`src/rtl/cache_fill_fsm.sv`:
```
// Cache-miss block fill controller: issues one word read per cycle for the
// aligned block and streams in-order responses into the cache data array.
module cache_fill_fsm #(
    parameter int ADDR_WIDTH  = 16,
    parameter int BLOCK_WORDS = 8
) (
    input  logic                           clk,
    input  logic                           rst_n,
    input  logic                           miss_detected,
    input  logic [ADDR_WIDTH-1:0]          miss_address,
    output logic                           fsm_busy,
    output logic                           mem_en,
    output logic [ADDR_WIDTH-1:0]          memory_address,
    input  logic [15:0]                    memory_data,
    input  logic                           memory_data_valid,
    output logic                           write_data_array,
    output logic [$clog2(BLOCK_WORDS)-1:0] fill_word,
    output logic [15:0]                    fill_data,
    output logic                           write_tag_array
);

    localparam int WW = $clog2(BLOCK_WORDS);
    localparam int CW = WW + 1;
    localparam logic [CW-1:0] BW_C   = CW'(BLOCK_WORDS);
    localparam logic [CW-1:0] LAST_C = CW'(BLOCK_WORDS - 1);
    // Clears the word offset and the byte-select bit.
    localparam logic [ADDR_WIDTH-1:0] BASE_MASK = ~ADDR_WIDTH'((1 << (WW + 1)) - 1);

    typedef enum logic {
        IDLE,
        FILL
    } state_t;

    state_t                  state_reg, state_next;
    logic [ADDR_WIDTH-1:0]   base_reg, base_next;
    logic [CW-1:0]           req_cnt_reg, req_cnt_next;
    logic [CW-1:0]           rsp_cnt_reg, rsp_cnt_next;
    logic [CW-1:0]           req_issued;
    logic                    accept;

    always_ff @(posedge clk or negedge rst_n) begin
        if (!rst_n) begin
            state_reg   <= IDLE;
            base_reg    <= '0;
            req_cnt_reg <= '0;
            rsp_cnt_reg <= '0;
        end else begin
            state_reg   <= state_next;
            base_reg    <= base_next;
            req_cnt_reg <= req_cnt_next;
            rsp_cnt_reg <= rsp_cnt_next;
        end
    end

    always_comb begin
        state_next       = state_reg;
        base_next        = base_reg;
        req_cnt_next     = req_cnt_reg;
        rsp_cnt_next     = rsp_cnt_reg;
        fsm_busy         = 1'b0;
        mem_en           = 1'b0;
        memory_address   = base_reg;
        write_data_array = 1'b0;
        write_tag_array  = 1'b0;
        fill_word        = '0;
        req_issued       = req_cnt_reg;
        accept           = 1'b0;

        case (state_reg)
            IDLE: begin
                if (miss_detected) begin
                    state_next   = FILL;
                    base_next    = miss_address & BASE_MASK;
                    req_cnt_next = '0;
                    rsp_cnt_next = '0;
                end
            end
            FILL: begin
                fsm_busy       = 1'b1;
                mem_en         = (req_cnt_reg < BW_C);
                memory_address = base_reg + ADDR_WIDTH'({req_cnt_reg, 1'b0});
                if (mem_en) begin
                    req_cnt_next = req_cnt_reg + 1'b1;
                end
                // A zero-latency response may answer the request issued this cycle.
                req_issued = req_cnt_reg + CW'(mem_en);
                accept     = memory_data_valid && (rsp_cnt_reg < req_issued);
                if (accept) begin
                    write_data_array = 1'b1;
                    fill_word        = rsp_cnt_reg[WW-1:0];
                    rsp_cnt_next     = rsp_cnt_reg + 1'b1;
                    if (rsp_cnt_reg == LAST_C) begin
                        write_tag_array = 1'b1;
                        state_next      = IDLE;
                    end
                end
            end
            default: begin
                state_next = IDLE;
            end
        endcase
    end

    assign fill_data = memory_data;

endmodule

```
`config.mk`:
```
export PLATFORM = sky130hd
export DESIGN_NAME = cache_fill_fsm
export DESIGN_NICKNAME = d
export VERILOG_FILES = /design/src/rtl/cache_fill_fsm.sv
export SDC_FILE = /design/constraint.sdc
export NUM_CORES = 1
export LEC_CHECK = 0
export CORE_MARGIN = 2
export CORE_UTILIZATION = 43
export DETAILED_ROUTE_END_ITERATION = 10
export GPL_TIMING_DRIVEN = 0
export PLACE_DENSITY = 0.87
export SLEW_MARGIN = 10
export SYNTH_ARGS = -nofsm -noshare
export SYNTH_HDL_FRONTEND = slang
export SYNTH_SLANG_ARGS = --single-unit
```
`constraint.sdc`:
```
create_clock -name clk -period 6.5 [get_ports clk]
set_clock_uncertainty 0.2 [all_clocks]
set_input_delay 1.3 -clock clk [delete_from_list [all_inputs] [get_ports clk]]
set_output_delay 1.3 -clock clk [all_outputs]
set_load 0.02 [all_outputs]
```
==> impl_results.md, run 1 <==
- Cells after Synth: 163
- Area Overhead vs Synth: 41.6%
- Die Wd: 62.7 um
- Total power per unit cell area: 437 mW/mm^2
- Post-synth EDFFs: 0
- Vert. Die Dim: 62.7 um
- Post-route ant nets: 0
- Mean Syn Cell Area: 9.08 sq um
- Ranking of synthesized cells by area: dfrtp_1 36%, nand2_1 11%, buf_4 9.1%
- Met2 WL: about 1600 um
- Max FFs per register: 12
- RSZ-0062 raised after global routing: no
- Root Driver: clkbuf_4
- Final Slew Violations: 0
- GRT Total Usage: 0.161
- Mapped Area: 0.00148 sq mm
- Initial antenna violation count: 0
- First-pass GRT wire length: 5140 um
- Final Hold Vio Count: 0
- Initial DRC count: 24
- Clk_lat worst skew: 320 ps
- Final Net Count: 266
- Clk buf depth: 2
- Status: complete, no violations
- Setup TNS: 0 ps
- Ys flop type: dfrtp_1
- Detail Route met3 WL: 135 um
- DP HPWL: 2520 um
- Most numerous cell in the Yosys netlist: nand2_1
- Routability cong.: approximately 0.8
- Standard-cell rows: 21
- CORE AREA: between 0.003 and 0.004 sq mm
- Top Layer Used: met4
- CTS tree: done
- Worst-path fanout max: 9
- Leak: 0.960 nW
- Postcts setup bufs: 0
- Grt ovf: 0
- Post-place setup slack: 2020 ps
- Fin crit share: 0.687
- # setup viols final: 0
- Sequential fraction of the synthesis area: 0.355
- CTS buffer count: 3
- 1st-pass router iterations: 5
- Largest area contributor in the netlist: dfrtp_1
- Tmin final: 4470 ps
- Initial Util: 0.447
- Synth Register Bits: 21
- Hold buffer count at CTS: 0
- Worst Setup Slack, final: ~2000 ps
- Non-filler instance count after layout: roughly 270
- WP data required: 5000 ps
- Vias in the first global route: 1151
- Final WL: around 3200 um
- Full die area: ~0.0039 sq mm
- Vias per Instance: around 4.7
- DR WL/cell: about 12 um
- Top post-synthesis cells by count: 45 x nand2_1, 21 x dfrtp_1, 18 x buf_4
- Synth async-reset ratio: 1.00
- Largest net degree at the start of global routing: 22
- H-Tree Depth: 1
- Boundary pin count: 75
- # diodes: 0
- PortBufs: between 50 and 60
- CTS resizes: 0
- Worst-Margin Slew: 969 ps
- Share of cells above drive strength 1: 0.173
- Yosys cell types: 35
- Yosys Warn Count: 0
- Met1 WL: roughly 1400 um
- DR vias: around 1.3k
- Worst slew margin: 0.352
- Hold slack: 313 ps
- CP arrival: about 3000 ps
- Clock transition at the registers of the reported paths: 130 ps
- Pwr Total: just over 0.9 mW
- Max-cap violations: 0
- DRC viols: 0
- Worst setup SP type: primary input
- Dpl cells: about 260
- Post-Syn Nets: 208
- Critical path class: primary input to output pin
- Critical Path Sink Type: output pin
- Worst hold path type: register to register
- Yosys top cell area share: 0.355
- Clk sink count: 21
- Fmax: 224 MHz
- Peak supply drop: 224 uV
per-layer routing:
| metal | vias to the layer above | track usage |
|---|---|---|
| li1 | 632 | - |
| met1 | 587 | 0.200 |
| met2 | 38 | 0.292 |
| met3 | 3 | 0.0252 |
| met4 | 0 | 0.0417 |
| met5 | - | 0 |
worst paths after layout:
| kind | from | slack [ps] | endpoint | cells past startpoint |
|---|---|---|---|---|
| worst max-delay path | memory_data_valid | 2030 | write_tag_array | 5 |
| worst min-delay path | base_reg[15] | 310 | base_reg[15] | 2 |
| worst max register to register | req_cnt_reg[3] | 4100 | rsp_cnt_reg[2] | 9 |
| worst min register to register | base_reg[15] | 310 | base_reg[15] | 2 |
| max in group asynchronous | rst_n | 4210 | rsp_cnt_reg[3] | 1 |
| min in group asynchronous | rst_n | 1300 | base_reg[14] | 1 |
cells in the final DEF (no fill, tap or decap), types with 2 or more instances in the layout:
master,netlist,layout
nand4_1,2,2
nor2_1,7,7
nand2_1,45,45
nor3_2,2,2
mux2i_1,2,2
dfrtp_1,21,21
ha_1,9,9
nand3_1,6,6
clkbuf_4,0,3
clkdlybuf4s50_1,0,53
xor2_1,7,7
buf_4,18,18
inv_1,4,4
buf_2,2,2
nor2_4,2,2
and3_1,2,2
xnor2_1,7,7
mux2_2,3,3
nor2b_1,2,2
and2_1,5,5
cell families after synthesis:
| kind of cell | synth area share |
|---|---|
| and+or+nand+nor | 0.290 |
| buffers and inverters | 0.112 |
| DFF | 0.355 |
| xor gates and xnor gates | 0.0828 |
| adders and majority gates | 0.0761 |
| AOI/OAI and AO/OA | 0.0457 |
| muxes | 0.0363 |
| other | 0.00253 |
stage by stage:
step	utilization	area, sq um
finish	0.633	2100
global route	0.633	2100
CTS	0.633	2100
detailed placement	0.625	2070
global placement	0.625	2070
floorplan	-	1480
power by group:
group / internal (mW) / switching (mW)
registers: 0.193 / 0.0833
clock network: 0.0230 / 0.0433
logic: 0.291 / 0.282
cell type report:
cell class              instances  area (sq um)
fillers                       295          1210
multi-input cells             117           790
repair buffers                 53           531
flip-flops and latches         21           526
plain buffers                  21           150
well taps                      46          57.6
clock buffers                   3          22.5
inverters                       4          15.0
clock inverters                 1          5.00
critical path, stage by stage:
cell             delay [ps]
clkdlybuf4s50_1         510
nand4b_4                150
nor2_4                  220
and3_1                  190
clkdlybuf4s50_1         600
(Power assumes the default switching activity.)
==> run 2: changes to the inputs <==
Settings changed: CORE_UTILIZATION 43 to 40, PLACE_DENSITY 0.87 to 0.82.
Clock period 6.5 ns to 4.35 ns, I/O delays scaled along.
==> run 2 against run 1 <==
  * Critical path depth is 5 higher
  * First-iteration DRC count is 29% higher
  * Design area is 0.96% higher
  * Combinational power is 49% higher
  * Count of clock-buffer cells in the layout increased by 1
  * Global-route usage rose by 0.13 points
  * Register-to-register slack lost 2100 ps
  * Clock power rose by 95%
  * Non-clock buffer count is the same
  * Largest power group unchanged
  * Highest routed layer unchanged
==> impl_results.md, run 2 (synthesized netlist as in run 1, its figures left out) <==
- Worst-path fanout max: 9
- DR WL/cell: 11.6 um
- Dpl cells: 264
- Most common cell after layout, fill and taps aside: clkdlybuf4s50_1
- Non-filler instance count after layout: 268
- Total power per unit cell area: 661 mW/mm^2
- Crit-path max cell delay: approximately 600 ps
- Final Slew Violations: 0
- CTS tree: done
- WP data required: 3280 ps
- CTS buffer count: 3
- Final WL: 3100 um
- Post-route ant nets: 0
- Critical path class: register to output pin
- # diodes: 0
- DRC viols: 0
- Reg2reg start: req_cnt_reg[0]
- Most frequent cells in the layout: 53 x clkdlybuf4s50_1, 45 x nand2_1, 21 x dfrtp_1
- First-pass GRT wire length: between 5000 and 6000 um
- DR vias: roughly 1.2k
- H-Tree Depth: 1
- Worst setup SP type: register
- Root Driver: clkbuf_8
- Routability cong.: 0.781
- Area Overhead vs Synth: 42.9%
- Boundary pin count: 75
- Clk sink count: 21
- Hold buffer count at CTS: 0
- GRT Total Usage: 0.163
- Vias in the first global route: 1173
- CORE AREA: 0.00361 sq mm
- Peak supply drop: approximately 380 uV
- Hold slack: 306 ps
- Worst hold path type: register to register
- Max FFs per register: 12
- Status: complete, no violations
- PortBufs: 53
- Initial DRC count: 31
- # fillers: ~350
- Max-cap violations: 0
- CTS resizes: 0
- Vias per Instance: 4.57
- Clock transition at the registers of the reported paths: 80 ps
- Worst Hold End: base_reg[15]
- Worst slew margin: 0.364
- Area of the multi-input gates: 790 sq um
- Critical Path Sink Type: output pin
- GRT met2 Usage: 0.268
- Fmax: 259 MHz
- Die Wd: 64.8 um
- CP arrival: ~2800 ps
- Postcts setup bufs: 0
- Slowest cell on the critical path: clkdlybuf4s50_1
- DP HPWL: approximately 2400 um
- Largest net degree at the start of global routing: 22
- Clk buf depth: 2
- Grt ovf: 0
- Crit-path leading delay family: simple AND/OR/NAND/NOR gates
- Initial Util: 0.410
- Setup TNS: 0 ps
- Share of cells above drive strength 1: 0.168
- Grt peak-use layer: met2
- 1st-pass router iterations: 4
- Tmin final: 3860 ps
- Sequential cell area: 526 sq um
- RSZ-0062 raised after global routing: no
- Reg2Reg Capture Point: rsp_cnt_reg[2]
- Clk_lat worst skew: 260 ps
- Hold_sp: base_reg[15]
- Buf/Inv on CP: 2
- Final Hold Vio Count: 0
- Global Route met1 Usage: 0.211
- Final Net Count: 266
- # setup viols final: 0
- Most used cell, CP: ha_1
- Leak: 0.965 nW
- Full die area: 0.00420 sq mm
- Worst-Margin Slew: 951 ps
- Flop-to-flop setup slack: around 2000 ps
- Standard-cell rows: 22
- FF-to-FF path depth: 8
- Vert. Die Dim: 64.8 um
- Initial antenna violation count: 0
- Fin util: 0.587
- M3 GR Usage: 0.0295
- Worst-path cell chain: inv_1 -> ha_1 -> nand3_1 -> xnor2_1 -> ha_1 -> nand2_1 -> nand4b_4 -> nor2_4 -> and3_1 -> clkdlybuf4s50_1
- Fin crit share: 0.886
- Hold path depth: 2
-- run 2: worst max-delay path by stage --
stage / from / end / slack, ps / cells after the start
2_1_floorplan: req_cnt_reg[0] / write_tag_array / 1280 / 8
3_3_place_gp: memory_data_valid / write_tag_array / 750 / 5
3_5_place_dp: memory_data_valid / write_tag_array / 750 / 5
4_1_cts: req_cnt_reg[3] / write_tag_array / 490 / 10
5_1_grt: req_cnt_reg[3] / write_tag_array / 300 / 10
6_report: req_cnt_reg[3] / write_tag_array / 490 / 10
-- run 2: area by class of cell --
class | count | share of cell area
plain buffers | 21 | 0.0710
clock buffers | 4 | 0.0213
inverters | 4 | 0.00710
multi-input cells | 117 | 0.373
flip-flops and latches | 21 | 0.248
well taps | 48 | 0.0284
repair buffers | 53 | 0.251
-- run 2: tightest hold or removal path, stage by stage (launching register included) --
cell and delay (ps):
dfrtp_1 360, nand2_1 50, nand2_1 60
-- run 2: per-stage QoR --
stage	setup slack, ps	area [sq um]	total power, mW
after CTS	488	2120	1.41
after global routing	300	2120	1.51
final	495	2120	1.40
after global placement	755	2070	1.25
after floorplan	1280	1480	0.942
after detailed placement	752	2070	1.28
-- run 2: layer usage --
metal	vias to the layer above	wire [um]
met5	-	0
met4	0	58
met3	5	170
met2	40	1430
met1	545	1440
li1	635	-
-- run 2: report_power, final --
| group | switching [mW] | internal, mW | total [mW] | leakage (nW) |
|---|---|---|---|---|
| Clock | 0.0637 | 0.0654 | 0.129 | 0.0228 |
| Combinational | 0.419 | 0.433 | 0.852 | 0.688 |
| Sequential | 0.128 | 0.290 | 0.418 | 0.254 |
| Total | 0.610 | 0.788 | 1.40 | 0.965 |
==> run 3: changes to the inputs <==
Settings changed: CAP_MARGIN set to 10.
==> results of run 3 <==
Final layout, timing and power as in run 2 (identical DEF).
